`src/rtl/tm_sr_dpr_rcv_if.sv`:
```
// Byte-stream and command/error bus between the slave byte decoder and
// the master-command receiver.
interface tm_sr_dpr_rcv_if;
  logic [7:0]  d;
  logic        d_rdy;
  logic        d_err;
  logic        tm_rcvd;
  logic        sr_rcvd;
  logic        dpr_rcvd;
  logic [15:0] payload;
  logic        msg_err;
  logic [1:0]  err_code;
  logic        busy;

  modport master (
    output d, d_rdy, d_err,
    input  tm_rcvd, sr_rcvd, dpr_rcvd, payload, msg_err, err_code, busy
  );

  modport slave (
    input  d, d_rdy, d_err,
    output tm_rcvd, sr_rcvd, dpr_rcvd, payload, msg_err, err_code, busy
  );
endinterface

```
`src/rtl/tm_sr_dpr_rcv.sv`:
```
// Frames and validates 5-byte master command messages (marker, flag,
// two payload bytes, checksum) and emits a one-cycle command pulse.
module tm_sr_dpr_rcv #(
  parameter logic [7:0] MARKER   = 8'hA5,
  parameter logic [7:0] FLAG_TM  = 8'h01,
  parameter logic [7:0] FLAG_SR  = 8'h02,
  parameter logic [7:0] FLAG_DPR = 8'h03,
  parameter int unsigned TIMEOUT = 1024
) (
  input  logic clk,
  input  logic rst_n,
  tm_sr_dpr_rcv_if.slave bus
);

  localparam logic [2:0] S_IDLE  = 3'd0;
  localparam logic [2:0] S_FLAG  = 3'd1;
  localparam logic [2:0] S_PL_HI = 3'd2;
  localparam logic [2:0] S_PL_LO = 3'd3;
  localparam logic [2:0] S_CSUM  = 3'd4;

  localparam logic [15:0] TMO_LAST = 16'(TIMEOUT - 1);

  logic [2:0]  state_q, state_d;
  logic [7:0]  flag_q, flag_d;
  logic [7:0]  hi_q, hi_d;
  logic [7:0]  lo_q, lo_d;
  logic [15:0] timer_q, timer_d;
  logic [15:0] payload_q, payload_d;
  logic        tm_q, tm_d;
  logic        sr_q, sr_d;
  logic        dpr_q, dpr_d;
  logic        err_q, err_d;
  logic [1:0]  code_q, code_d;
  logic        busy;
  logic [7:0]  csum;

  assign busy = (state_q != S_IDLE);
  assign csum = flag_q + hi_q + lo_q;

  // Priority: decoder error, then byte strobe, then inter-byte timeout.
  always_comb begin
    state_d   = state_q;
    flag_d    = flag_q;
    hi_d      = hi_q;
    lo_d      = lo_q;
    payload_d = payload_q;
    code_d    = code_q;
    tm_d      = 1'b0;
    sr_d      = 1'b0;
    dpr_d     = 1'b0;
    err_d     = 1'b0;
    timer_d   = busy ? timer_q + 16'd1 : 16'd0;

    if (bus.d_err) begin
      if (busy) begin
        state_d = S_IDLE;
        err_d   = 1'b1;
        code_d  = 2'd3;
        timer_d = 16'd0;
      end
    end else if (bus.d_rdy) begin
      timer_d = 16'd0;
      case (state_q)
        S_IDLE: begin
          if (bus.d == MARKER) state_d = S_FLAG;
        end
        S_FLAG: begin
          if (bus.d == FLAG_TM || bus.d == FLAG_SR || bus.d == FLAG_DPR) begin
            flag_d  = bus.d;
            state_d = S_PL_HI;
          end else if (bus.d != MARKER) begin
            state_d = S_IDLE;
            err_d   = 1'b1;
            code_d  = 2'd1;
          end
        end
        S_PL_HI: begin
          hi_d    = bus.d;
          state_d = S_PL_LO;
        end
        S_PL_LO: begin
          lo_d    = bus.d;
          state_d = S_CSUM;
        end
        S_CSUM: begin
          state_d = S_IDLE;
          if (bus.d == csum) begin
            payload_d = {hi_q, lo_q};
            tm_d      = (flag_q == FLAG_TM);
            sr_d      = (flag_q == FLAG_SR);
            dpr_d     = (flag_q == FLAG_DPR);
          end else begin
            err_d  = 1'b1;
            code_d = 2'd2;
          end
        end
        default: state_d = S_IDLE;
      endcase
    end else if (busy && timer_q == TMO_LAST) begin
      state_d = S_IDLE;
      err_d   = 1'b1;
      code_d  = 2'd3;
      timer_d = 16'd0;
    end
  end

  always_ff @(posedge clk or negedge rst_n) begin
    if (!rst_n) begin
      state_q   <= S_IDLE;
      flag_q    <= 8'h00;
      hi_q      <= 8'h00;
      lo_q      <= 8'h00;
      timer_q   <= 16'd0;
      payload_q <= 16'h0000;
      tm_q      <= 1'b0;
      sr_q      <= 1'b0;
      dpr_q     <= 1'b0;
      err_q     <= 1'b0;
      code_q    <= 2'd0;
    end else begin
      state_q   <= state_d;
      flag_q    <= flag_d;
      hi_q      <= hi_d;
      lo_q      <= lo_d;
      timer_q   <= timer_d;
      payload_q <= payload_d;
      tm_q      <= tm_d;
      sr_q      <= sr_d;
      dpr_q     <= dpr_d;
      err_q     <= err_d;
      code_q    <= code_d;
    end
  end

  assign bus.tm_rcvd  = tm_q;
  assign bus.sr_rcvd  = sr_q;
  assign bus.dpr_rcvd = dpr_q;
  assign bus.payload  = payload_q;
  assign bus.msg_err  = err_q;
  assign bus.err_code = code_q;
  assign bus.busy     = busy;

endmodule

```
`src/flat_wrapper.sv`:
```
// flat-port wrapper written by rule: the top's interface ports become plain ports
module tm_sr_dpr_rcv_flat 
#(
  parameter logic [7:0] MARKER   = 8'hA5,
  parameter logic [7:0] FLAG_TM  = 8'h01,
  parameter logic [7:0] FLAG_SR  = 8'h02,
  parameter logic [7:0] FLAG_DPR = 8'h03,
  parameter int unsigned TIMEOUT = 1024
)
  (clk, rst_n, bus_d, bus_d_rdy, bus_d_err, bus_tm_rcvd, bus_sr_rcvd, bus_dpr_rcvd, bus_payload, bus_msg_err, bus_err_code, bus_busy);
  tm_sr_dpr_rcv_if bus_i ();
  input  logic clk;
  input  logic rst_n;
  input wire logic [$bits(bus_i.d)-1:0] bus_d;
  input wire logic [$bits(bus_i.d_rdy)-1:0] bus_d_rdy;
  input wire logic [$bits(bus_i.d_err)-1:0] bus_d_err;
  output wire logic [$bits(bus_i.tm_rcvd)-1:0] bus_tm_rcvd;
  output wire logic [$bits(bus_i.sr_rcvd)-1:0] bus_sr_rcvd;
  output wire logic [$bits(bus_i.dpr_rcvd)-1:0] bus_dpr_rcvd;
  output wire logic [$bits(bus_i.payload)-1:0] bus_payload;
  output wire logic [$bits(bus_i.msg_err)-1:0] bus_msg_err;
  output wire logic [$bits(bus_i.err_code)-1:0] bus_err_code;
  output wire logic [$bits(bus_i.busy)-1:0] bus_busy;
  assign bus_i.d = bus_d;
  assign bus_i.d_rdy = bus_d_rdy;
  assign bus_i.d_err = bus_d_err;
  assign bus_tm_rcvd = bus_i.tm_rcvd;
  assign bus_sr_rcvd = bus_i.sr_rcvd;
  assign bus_dpr_rcvd = bus_i.dpr_rcvd;
  assign bus_payload = bus_i.payload;
  assign bus_msg_err = bus_i.msg_err;
  assign bus_err_code = bus_i.err_code;
  assign bus_busy = bus_i.busy;
  tm_sr_dpr_rcv #(.MARKER(MARKER), .FLAG_TM(FLAG_TM), .FLAG_SR(FLAG_SR), .FLAG_DPR(FLAG_DPR), .TIMEOUT(TIMEOUT)) u_core (.clk(clk), .rst_n(rst_n), .bus(bus_i));
endmodule
```
`config.mk`:
```
export PLATFORM = sky130hd
export DESIGN_NAME = tm_sr_dpr_rcv_flat
export DESIGN_NICKNAME = d
export VERILOG_FILES = /design/src/rtl/tm_sr_dpr_rcv_if.sv /design/src/rtl/tm_sr_dpr_rcv.sv /design/src/flat_wrapper.sv
export SDC_FILE = /design/constraint.sdc
export NUM_CORES = 1
export LEC_CHECK = 0
export ABC_AREA = 1
export CAP_MARGIN = 20
export CORE_MARGIN = 10
export CORE_UTILIZATION = 35
export CTS_CLUSTER_DIAMETER = 120
export DETAILED_ROUTE_END_ITERATION = 7
export GPL_TIMING_DRIVEN = 0
export SLEW_MARGIN = 30
export SYNTH_ARGS = -nofsm -noshare
export SYNTH_HDL_FRONTEND = slang
export SYNTH_SLANG_ARGS = --single-unit
```
`constraint.sdc`:
```
create_clock -name clk -period 4.3 [get_ports clk]
set_clock_uncertainty 0.1 [all_clocks]
set_input_delay 0.645 -clock clk [delete_from_list [all_inputs] [get_ports clk]]
set_output_delay 0.645 -clock clk [all_outputs]
set_load 0.005 [all_outputs]
```
Word-level counts from Yosys, hierarchy flattened. Index checks and enable logic that the tools add are counted.

Register bits: 65. Input bits: 12. Output and inout port bits: 23. Logic and storage cells: 89.

Add/subtract/negate cells: 3. Equal/unequal tests: 21. Multiplexer cells: 41. Bitwise logic cells: 1. Reductions and logical operators: 12.

Operator list (number): 16-bit 2-to-1 mux (5); 8-bit by 2-bit equality test with 1-bit output, second input constant (4); 3-bit 2-to-1 mux (7); 1-bit 2-to-1 mux (19); 16-bit by 1-bit adder with 16-bit output, second input constant (1); 8-bit adder (2); 16-bit by 10-bit equality test with 1-bit output, second input constant (1); 8-bit by 1-bit equality test with 1-bit output, second input constant (2); 2-bit 2-to-1 mux (7); 3-bit one-hot mux with 4 select lines (1); 4-bit AND reduction (3); 8-bit equality test (1); 8-bit equality test, second input constant (1); 4-bit by 3-bit inequality test with 1-bit output, second input constant (2); 4-bit inequality test, second input constant (2); 8-bit inequality test, second input constant (1); 3-bit by 2-bit equality test with 1-bit output, second input constant (2); 3-bit AND reduction (2); 6-bit AND reduction (1); 3-bit nonzero test (2); 5-bit by 3-bit inequality test with 1-bit output, second input constant (1); 4-bit by 1-bit inequality test with 1-bit output, second input constant (1); 2-bit one-hot mux with 2 select lines (1); 3-bit by 1-bit equality test with 1-bit output, second input constant (1); other kinds (7) (8).

Depth between registers and ports, before layout. Gate-level depths: netlist of the first run.

Depth in word-level cells: 7. Depth in mapped cells: 17.

Worst setup path after synthesis of the first run. No wires, ideal clock.

Kind: flip-flop to flip-flop. From: register u_core.lo_q[1]. To: register u_core.payload_q[8], in the netlist u_core.bus.payload[8]. Arrival: 2.462 ns. Data required time: 4.081 ns. Setup slack: 1.619 ns. Stages on the path, launching flop included: 14. Path buffers: 1. Cells stage by stage: dfrtp_1 -> fa_1 -> ha_1 -> fa_1 -> nand2_1 -> nand2_1 -> nand3_1 -> nor2_1 -> nand2_1 -> nor2_4 -> nand4_4 -> buf_6 -> nand2_1 -> o21ai_2.

Word-level cells in the longest chain between the ends: 3.

Ends and longest elaborated chain: from (decl) (RTL line tm_sr_dpr_rcv.sv:26) `logic [7:0] lo_q, lo_d;`; from (signal assigned) (RTL line tm_sr_dpr_rcv.sv:124) `lo_q <= lo_d;`; 8-bit adder (RTL line tm_sr_dpr_rcv.sv:38) `assign csum = flag_q + hi_q + lo_q;`; 8-bit equality test (RTL line tm_sr_dpr_rcv.sv:87) `if (bus.d == csum) begin`; 4-bit AND reduction (no source line); to (signal assigned) (RTL line tm_sr_dpr_rcv.sv:126) `payload_q <= payload_d;`; to (decl) (RTL line tm_sr_dpr_rcv.sv:28) `logic [15:0] payload_q, payload_d;`.

Every way passes these cells. A chain may end at the register's enable or synchronous reset.

Final worst setup path of the first run.
From: register u_core.lo_q[1]. To: register u_core.code_q[1], in the netlist u_core.bus.err_code[1].

Word-level cells in the longest chain between the ends: 4.

Ends and longest elaborated chain: 8-bit adder (RTL line tm_sr_dpr_rcv.sv:38); 8-bit equality test (RTL line tm_sr_dpr_rcv.sv:87); 4-bit inequality test (no source line); 6-bit AND reduction (no source line); to (signal assigned) (RTL line tm_sr_dpr_rcv.sv:131) `code_q <= code_d;`; to (decl) (RTL line tm_sr_dpr_rcv.sv:33) `logic [1:0] code_q, code_d;`.

Every way passes these cells.

==> results of run 1 <==
## kinds of logic (layout without fill, tap and decap cells)
| family | after synthesis | in the layout | synth area share |
|---|---|---|---|
| AO/OA/AOI/OAI | 49 | 49 | 0.0940 |
| XOR/XNOR | 13 | 13 | 0.0329 |
| adder cells (fa/ha/maj) | 15 | 15 | 0.0716 |
| buffers and inverters | 68 | 119 | 0.0813 |
| flip-flops | 65 | 65 | 0.470 |
| AND/OR/NAND/NOR | 187 | 187 | 0.250 |
## per-layer routing
layer | vias to the layer above | routed length [um] | track usage | part of all wire
li1 | 1353 | - | - | -
met1 | 1240 | 3580 | 0.147 | 0.47
met2 | 47 | 3390 | 0.180 | 0.45
met3 | 14 | 482 | 0.0302 | 0.063
met4 | 0 | 166 | 0.0596 | 0.022
met5 | - | 0 | 0 | 0
## power groups by stage
stage                     clock network [mW]  logic (mW)  registers, mW
after floorplan                            0       0.168          0.659
after global placement                     0       0.242          0.660
after detailed placement                   0       0.248          0.661
after CTS                              0.661       0.249          0.649
after global routing                   0.690       0.288          0.653
final                                  0.651       0.244          0.650
## through the flow
| step | worst slack, ns | total power, mW |
|---|---|---|
| 2_1_floorplan | 1.62 | 0.827 |
| 3_3_place_gp | 0.276 | 0.903 |
| 3_5_place_dp | 1.28 | 0.909 |
| 4_1_cts | 1.27 | 1.56 |
| 5_1_grt | 1.13 | 1.63 |
| 6_report | 1.29 | 1.54 |
## registers in the layout (all words and copies together), names as in the netlist
register             count
u_core.bus.dpr_rcvd      1
u_core.bus.err_code      2
u_core.bus.msg_err       1
u_core.bus.payload      16
u_core.bus.sr_rcvd       1
u_core.bus.tm_rcvd       1
u_core.flag_q            8
u_core.hi_q              8
u_core.lo_q              8
u_core.state_q           3
u_core.timer_q          16
## cells in the mapped netlist (all sizes together) (2+ instances only)
| library cell | n | area share |
|---|---|---|
| nor3b | 2 | 0.0043 |
| a21oi | 9 | 0.013 |
| inv | 61 | 0.066 |
| fa | 8 | 0.046 |
| nor2 | 42 | 0.051 |
| nand3 | 29 | 0.045 |
| xor2 | 5 | 0.013 |
| a211oi | 3 | 0.0080 |
| nand2 | 91 | 0.10 |
| nor3 | 10 | 0.020 |
| or2 | 2 | 0.0036 |
| xnor2 | 8 | 0.020 |
| a31oi | 2 | 0.0036 |
| nand4 | 10 | 0.022 |
| o21ai | 33 | 0.065 |
| buf | 4 | 0.012 |
| clkbuf | 3 | 0.0033 |
| dfrtp | 65 | 0.47 |
| ha | 7 | 0.025 |
## cell type report
| cell class | instances | area (um^2) | share of cell area |
|---|---|---|---|
| Clock buffer | 11 | 141 | 0.0334 |
| Clock inverter | 5 | 103 | 0.0243 |
| Timing Repair Buffer | 35 | 358 | 0.0846 |
| Multi-Input combinational cell | 264 | 1550 | 0.367 |
| Sequential cell | 65 | 1630 | 0.385 |
| Buffer | 7 | 52.6 | 0.0124 |
| Inverter | 61 | 229 | 0.0541 |
| Tap cell | 133 | 166 | 0.0393 |
## worst paths after layout
kind | to | slack [ns]
min in group clk | u_core.timer_q[0] | 0.37
hold reg to reg | u_core.timer_q[0] | 0.37
hold / removal | u_core.bus.payload[13] | 0.09
max in group asynchronous | u_core.timer_q[0] | 3.48
setup / recovery | u_core.bus.err_code[1] | 1.29
setup reg to reg | u_core.bus.err_code[1] | 1.29
## placed cells by master (no fill, tap or decap), types with 2 or more instances in the layout
master and n:
ha_1 7, dfrtp_1 65, bufinv_16 3, a21oi_1 9, nand4_1 9, nand3_1 27
o21ai_0 17, xnor2_1 8, buf_4 2, clkdlybuf4s50_1 33, fa_1 8, inv_1 57
a211oi_1 2, nor3_2 4, nor3b_1 2, xor2_1 5, nor2_4 2, nand3_2 2
buf_6 3, o21ai_2 16, a31oi_1 2, clkbuf_8 10, nor3_1 6, nand2_2 5
nand2_1 86, inv_2 4, nor2_1 39, clkbuf_1 4
==> results by group, run 1 <==
Logic synthesis
  • Synth Warn #: 0
  • Number of synthesized register bits: 65
  • Ys flop type: dfrtp_1
  • Register area share after synthesis: 0.470
  • Mapped Avg Cell Area: 8.72 um^2
  • Yosys cell types: 33
  • EDFF count, synth: 0
  • Syn Inst Count: 397
  • Post-Synthesis Cell Area: about 0.0035 mm^2
  • Net count after synthesis: about 420
  • Async S/R FF share, synth: 1.00

Floorplanning
  • Die area: 0.0143 mm^2
  • Initial Util: 0.357
  • Ports: 35
  • Core area: 0.00968 mm^2
  • Rows: 36
  • Die Y-Extent: 119 um
  • Die width: 119 um

Setup path
  • Startpoint Class: flop
  • Max FO, Critical Path: 10
  • R2R cell count: 13
  • Cell count along the critical path: 13
  • CP Capture Type: flop
  • CP peak stage delay: 0.51 ns
  • CP max stage cell: fa_1
  • Worst Path Arrival: 3.15 ns
  • Critical Path Most Common Cell: nand2_1
  • CP required: between 4 and 5 ns
  • Critical-path cell list: fa_1, ha_1, fa_1, nand2_1, nand2_1, nand3_1, nor2_1, nand2_1, nor2_4, nand4_4, buf_6, nand3_2, nand2_1
  • Crit path buffers/inverters: 1
  • CP top delay family: adder cells
  • Setup CP Type: flop to flop
  • R2R Path Start: u_core.lo_q[1]
  • Worst setup startpoint: u_core.lo_q[1]

Route
  • Routed WL: about 7600 um
  • Initial DRC Count: 170
  • Avg WL per Cell: 13.1 um
  • Vias per cell: 4.57
  • DR DRC count: 0
  • Initial DRT Pass Iterations: 6
  • Final ANT Viol Nets: 0
  • Via count: 2654

Status
  • Status: finished clean

Clock tree
  • Clock latency on the worst-skew pair: 0.35 ns
  • CTS Root Cell: clkbuf_8
  • # H-tree levels: 3
  • Clock Path Buffers: 2
  • TritonCTS clock tree: done
  • # hold bufs at CTS: 0
  • Cts repair resizes: 0
  • Clock buffer count from CTS: 9
  • Setup bufs post-CTS: 0
  • Worst-path clk slew: 0.07 ns
  • Num Clock Sinks: 65

Placed design
  • IO buf count: 34
  • Area after DPL: 0.00399 mm^2
  • Placed insts: 565
  • GP Congestion: 0.865
  • Post-DP HPWL: ~5700 um

Final layout
  • Layout cells sized above 1: 0.127
  • Nets: 470
  • Core Util, Final: 0.437
  • Fin cells: 581
  • Post-synthesis to final-layout area growth: 22.2%
  • Antenna diodes: 0
  • FILL cells: between 900 and 1000
  • Final Cell Area: around 0.0042 mm^2

Power and ir drop
  • Switch Pwr: 0.411 mW
  • VDD IR max: 0.000146 V
  • Sequential share of power: 0.420
  • P_int: 1.13 mW
  • Clock power share: 0.421
  • Sw frac: 0.266
  • P per Cell Area: roughly 370 mW/mm^2
  • Share of power burned in combinational logic: 0.158
  • Leak pwr: 1.89 nW

GRT
  • Overflow after GRT: 0
  • Initial antenna violation count: 0
  • Largest net degree at the start of global routing: 42
  • GRT Overall Usage: 0.116
  • Vias in the first global route: 2767
  • Global-route wire length before repair: 13500 um

STA
  • Fmax: 333 MHz
  • Final slew viol count: 0
  • Minimum clock period: roughly 3.0 ns
  • Rel. slew slack: 0.432
  • Worst slew pin tran: 0.849 ns
  • Final Hold Fails: 0
  • Setup TNS: 0 ns
  • Hold WS: 0.0886 ns
  • Final Cycle Share: 0.699
  • Final setup fails: 0
  • RSZ-0062 raised after global routing: no

Job
  • Max-Cap Viols: 0

Worst hold path
  • Hold Path Class: input pin to async pin
Power figures use the tool's default switching activity.
==> inputs of run 2 (changes only) <==
Clock period 4.3 ns to 3.05 ns, I/O delays scaled along.
==> results by group, run 2 (synthesized netlist as in run 1, its figures left out) <==
Setup path
  • R2R Path Start: u_core.lo_q[1] (unchanged)
  • Startpoint Class: flop (unchanged)
  • Reg-to-Reg End: u_core.bus.payload[6] (was u_core.bus.err_code[1])
  • CP max stage cell: fa_1 (unchanged)
  • Critical-path cell list: fa_1, ha_2, fa_1, inv_1, nand2_1, nand2_1, nand3_1, nor2_1, nand2_1, nor2_4, nand4_4, buf_6, nand2_1, o21ai_2 (was fa_1, ha_1, fa_1, nand2_1, nand2_1, nand3_1, nor2_1, nand2_1, nor2_4, nand4_4, buf_6, nand3_2, nand2_1)
  • CP Capture Type: flop (unchanged)
  • Setup slack, reg-to-reg: 0.08 ns (was 1.29 ns)
  • Worst setup startpoint: u_core.lo_q[1] (unchanged)
  • Setup CP Type: flop to flop (unchanged)
  • CP required: 3.19 ns (was 4.44 ns)
  • Worst Path Arrival: 3.12 ns (was 3.15 ns)
  • R2R cell count: 14 (was 13)
  • Critical Path Most Common Cell: nand2_1 (unchanged)
  • Max FO, Critical Path: 10 (unchanged)
  • CP endpoint: u_core.bus.payload[6] (was u_core.bus.err_code[1])
  • CP peak stage delay: 0.56 ns (was 0.51 ns)

STA
  • Worst slew pin tran: 0.837 ns (was 0.849 ns)
  • Setup TNS: 0 ns (unchanged)
  • Final Cycle Share: 0.975 (was 0.699)
  • RSZ-0062 raised after global routing: yes (was no)
  • Minimum clock period: 2.97 ns (was 3.01 ns)
  • Hold WS: 0.374 ns (was 0.0886 ns)
  • Final setup fails: 0 (unchanged)
  • Setup ws final: 0.0776 ns (was 1.29 ns)
  • Final Hold Fails: 0 (unchanged)
  • Final slew viol count: 0 (unchanged)
  • Rel. slew slack: 0.440 (was 0.432)
  • Fmax: 336 MHz (was 333 MHz)

Final layout
  • Register area: 0.00163 mm^2 (unchanged)
  • Layout cells sized above 1: 0.149 (was 0.127)
  • Most common cell after layout, fill and taps aside: nand2_1 (unchanged)
  • Most frequent cells in the layout: nand2_1 (83), dfrtp_1 (65), inv_1 (57) (was nand2_1 (86), dfrtp_1 (65), inv_1 (57))
  • FILL cells: 922 (was 926)
  • Multi-input gate area: 0.00158 mm^2 (was 0.00155 mm^2)
  • Core Util, Final: 0.447 (was 0.437)
  • Final Cell Area: 0.00433 mm^2 (was 0.00423 mm^2)
  • Post-synthesis to final-layout area growth: 25.2% (was 22.2%)
  • Antenna diodes: 0 (unchanged)
  • Fin cells: 589 (was 581)
  • Nets: 478 (was 470)

Route
  • Initial DRT Pass Iterations: 6 (unchanged)
  • DR DRC count: 0 (unchanged)
  • Avg WL per Cell: 13.5 um (was 13.1 um)
  • Initial DRC Count: 215 (was 170)
  • Routed WL: 7930 um (was 7620 um)
  • Vias per cell: 4.61 (was 4.57)
  • Final ANT Viol Nets: 0 (unchanged)
  • Via count: 2716 (was 2654)

GRT
  • Global-route wire length before repair: 13500 um (about the same)
  • GRT Overall Usage: 0.116 (about the same)
  • Initial antenna violation count: 0 (unchanged)
  • Largest net degree at the start of global routing: 42 (unchanged)
  • Overflow after GRT: 0 (unchanged)
  • Vias in the first global route: 2776 (was 2767)

Power and ir drop
  • VDD IR max: 0.000205 V (was 0.000146 V)
  • Final Power: 2.19 mW (was 1.54 mW)
  • Leak pwr: 1.94 nW (was 1.89 nW)
  • P per Cell Area: 506 mW/mm^2 (was 365 mW/mm^2)

Clock tree
  • Clock latency on the worst-skew pair: 0.35 ns (about the same)
  • Worst-path clk slew: 0.07 ns (about the same)
  • # H-tree levels: 3 (unchanged)
  • Num Clock Sinks: 65 (unchanged)
  • Clock Path Buffers: 2 (unchanged)
  • CTS Root Cell: clkbuf_8 (unchanged)
  • Clock buffer count from CTS: 9 (unchanged)
  • TritonCTS clock tree: done (unchanged)

Placed design
  • Pre-CTS WS: 0.0379 ns (was 1.28 ns)
  • IO buf count: 34 (unchanged)
  • Area after DPL: 0.00399 mm^2 (unchanged)
  • Placed insts: 565 (unchanged)
  • Post-DP HPWL: 5700 um (unchanged)
  • GP Congestion: 0.865 (unchanged)

Floorplanning
  • Core area: 0.00968 mm^2 (unchanged)
  • Initial Util: 0.357 (unchanged)
  • Die width: 119 um (unchanged)
  • Rows: 36 (unchanged)
  • Ports: 35 (unchanged)
  • Die Y-Extent: 119 um (unchanged)
  • Die area: 0.0143 mm^2 (unchanged)

Worst hold path
  • Hold Path Class: flop to flop (was input pin to async pin)

Status
  • Status: finished clean (unchanged)

Job
  • Max-Cap Viols: 0 (unchanged)
-- run 2: what timing repair did --
| item | in CTS | in global routing |
|---|---|---|
| setup endpoints to repair | 0 | 20 |
| endpoints found under the hold margin | 24 | 0 |
| gates resized for setup | 0 | 6 |
| buffers inserted | 0 | 5 |
| hold buffers | 1 | 0 |
-- run 2: layout make-up --
cell class,count,area share
Sequential cell,65,0.375
Multi-Input combinational cell,265,0.364
Timing Repair Buffer,42,0.0993
Inverter,61,0.0528
Tap cell,133,0.0384
Clock buffer,11,0.0326
Clock inverter,5,0.0237
Buffer,7,0.0141
-- run 2: critical path: cells and delay by family (launching register included) --
| kind | cells | cell delay [ns] |
|---|---|---|
| AOI/OAI and AO/OA | 1 | 0.05 |
| adders and majority gates | 3 | 1.19 |
| buffers and inverters | 2 | 0.30 |
| DFF | 1 | 0.42 |
| and+or+nand+nor | 8 | 0.80 |
-- run 2: how the worst min path moves through the flow --
stage / startpoint / end / slack, ns / cells after the start
finish: u_core.timer_q[0] / u_core.timer_q[0] / 0.37 / 1
CTS: u_core.timer_q[0] / u_core.timer_q[0] / 0.37 / 1
global placement: u_core.timer_q[0] / u_core.timer_q[0] / 0.35 / 1
floorplan: rst_n / u_core.bus.dpr_rcvd / 0.06 / 0
global route: u_core.bus.payload[6] / u_core.bus.payload[6] / 0.39 / 2
detailed placement: rst_n / u_core.bus.payload[13] / 0.29 / 1
-- run 2: per-layer routing --
metal / routed length [um] / global-route usage / vias to the layer above
met1: 3730 / 0.146 / 1281
li1: - / - / 1376
met3: 491 / 0.0302 / 11
met2: 3570 / 0.180 / 48
met5: 0 / 0 / -
met4: 146 / 0.0596 / 0
-- run 2: report_power, final --
| part | internal, mW | leakage (nW) | switching (mW) | total [mW] |
|---|---|---|---|---|
| combinational | 0.147 | 1.00 | 0.218 | 0.365 |
| clock | 0.564 | 0.120 | 0.348 | 0.912 |
| sequential | 0.892 | 0.820 | 0.0233 | 0.916 |
| total | 1.60 | 1.94 | 0.589 | 2.19 |
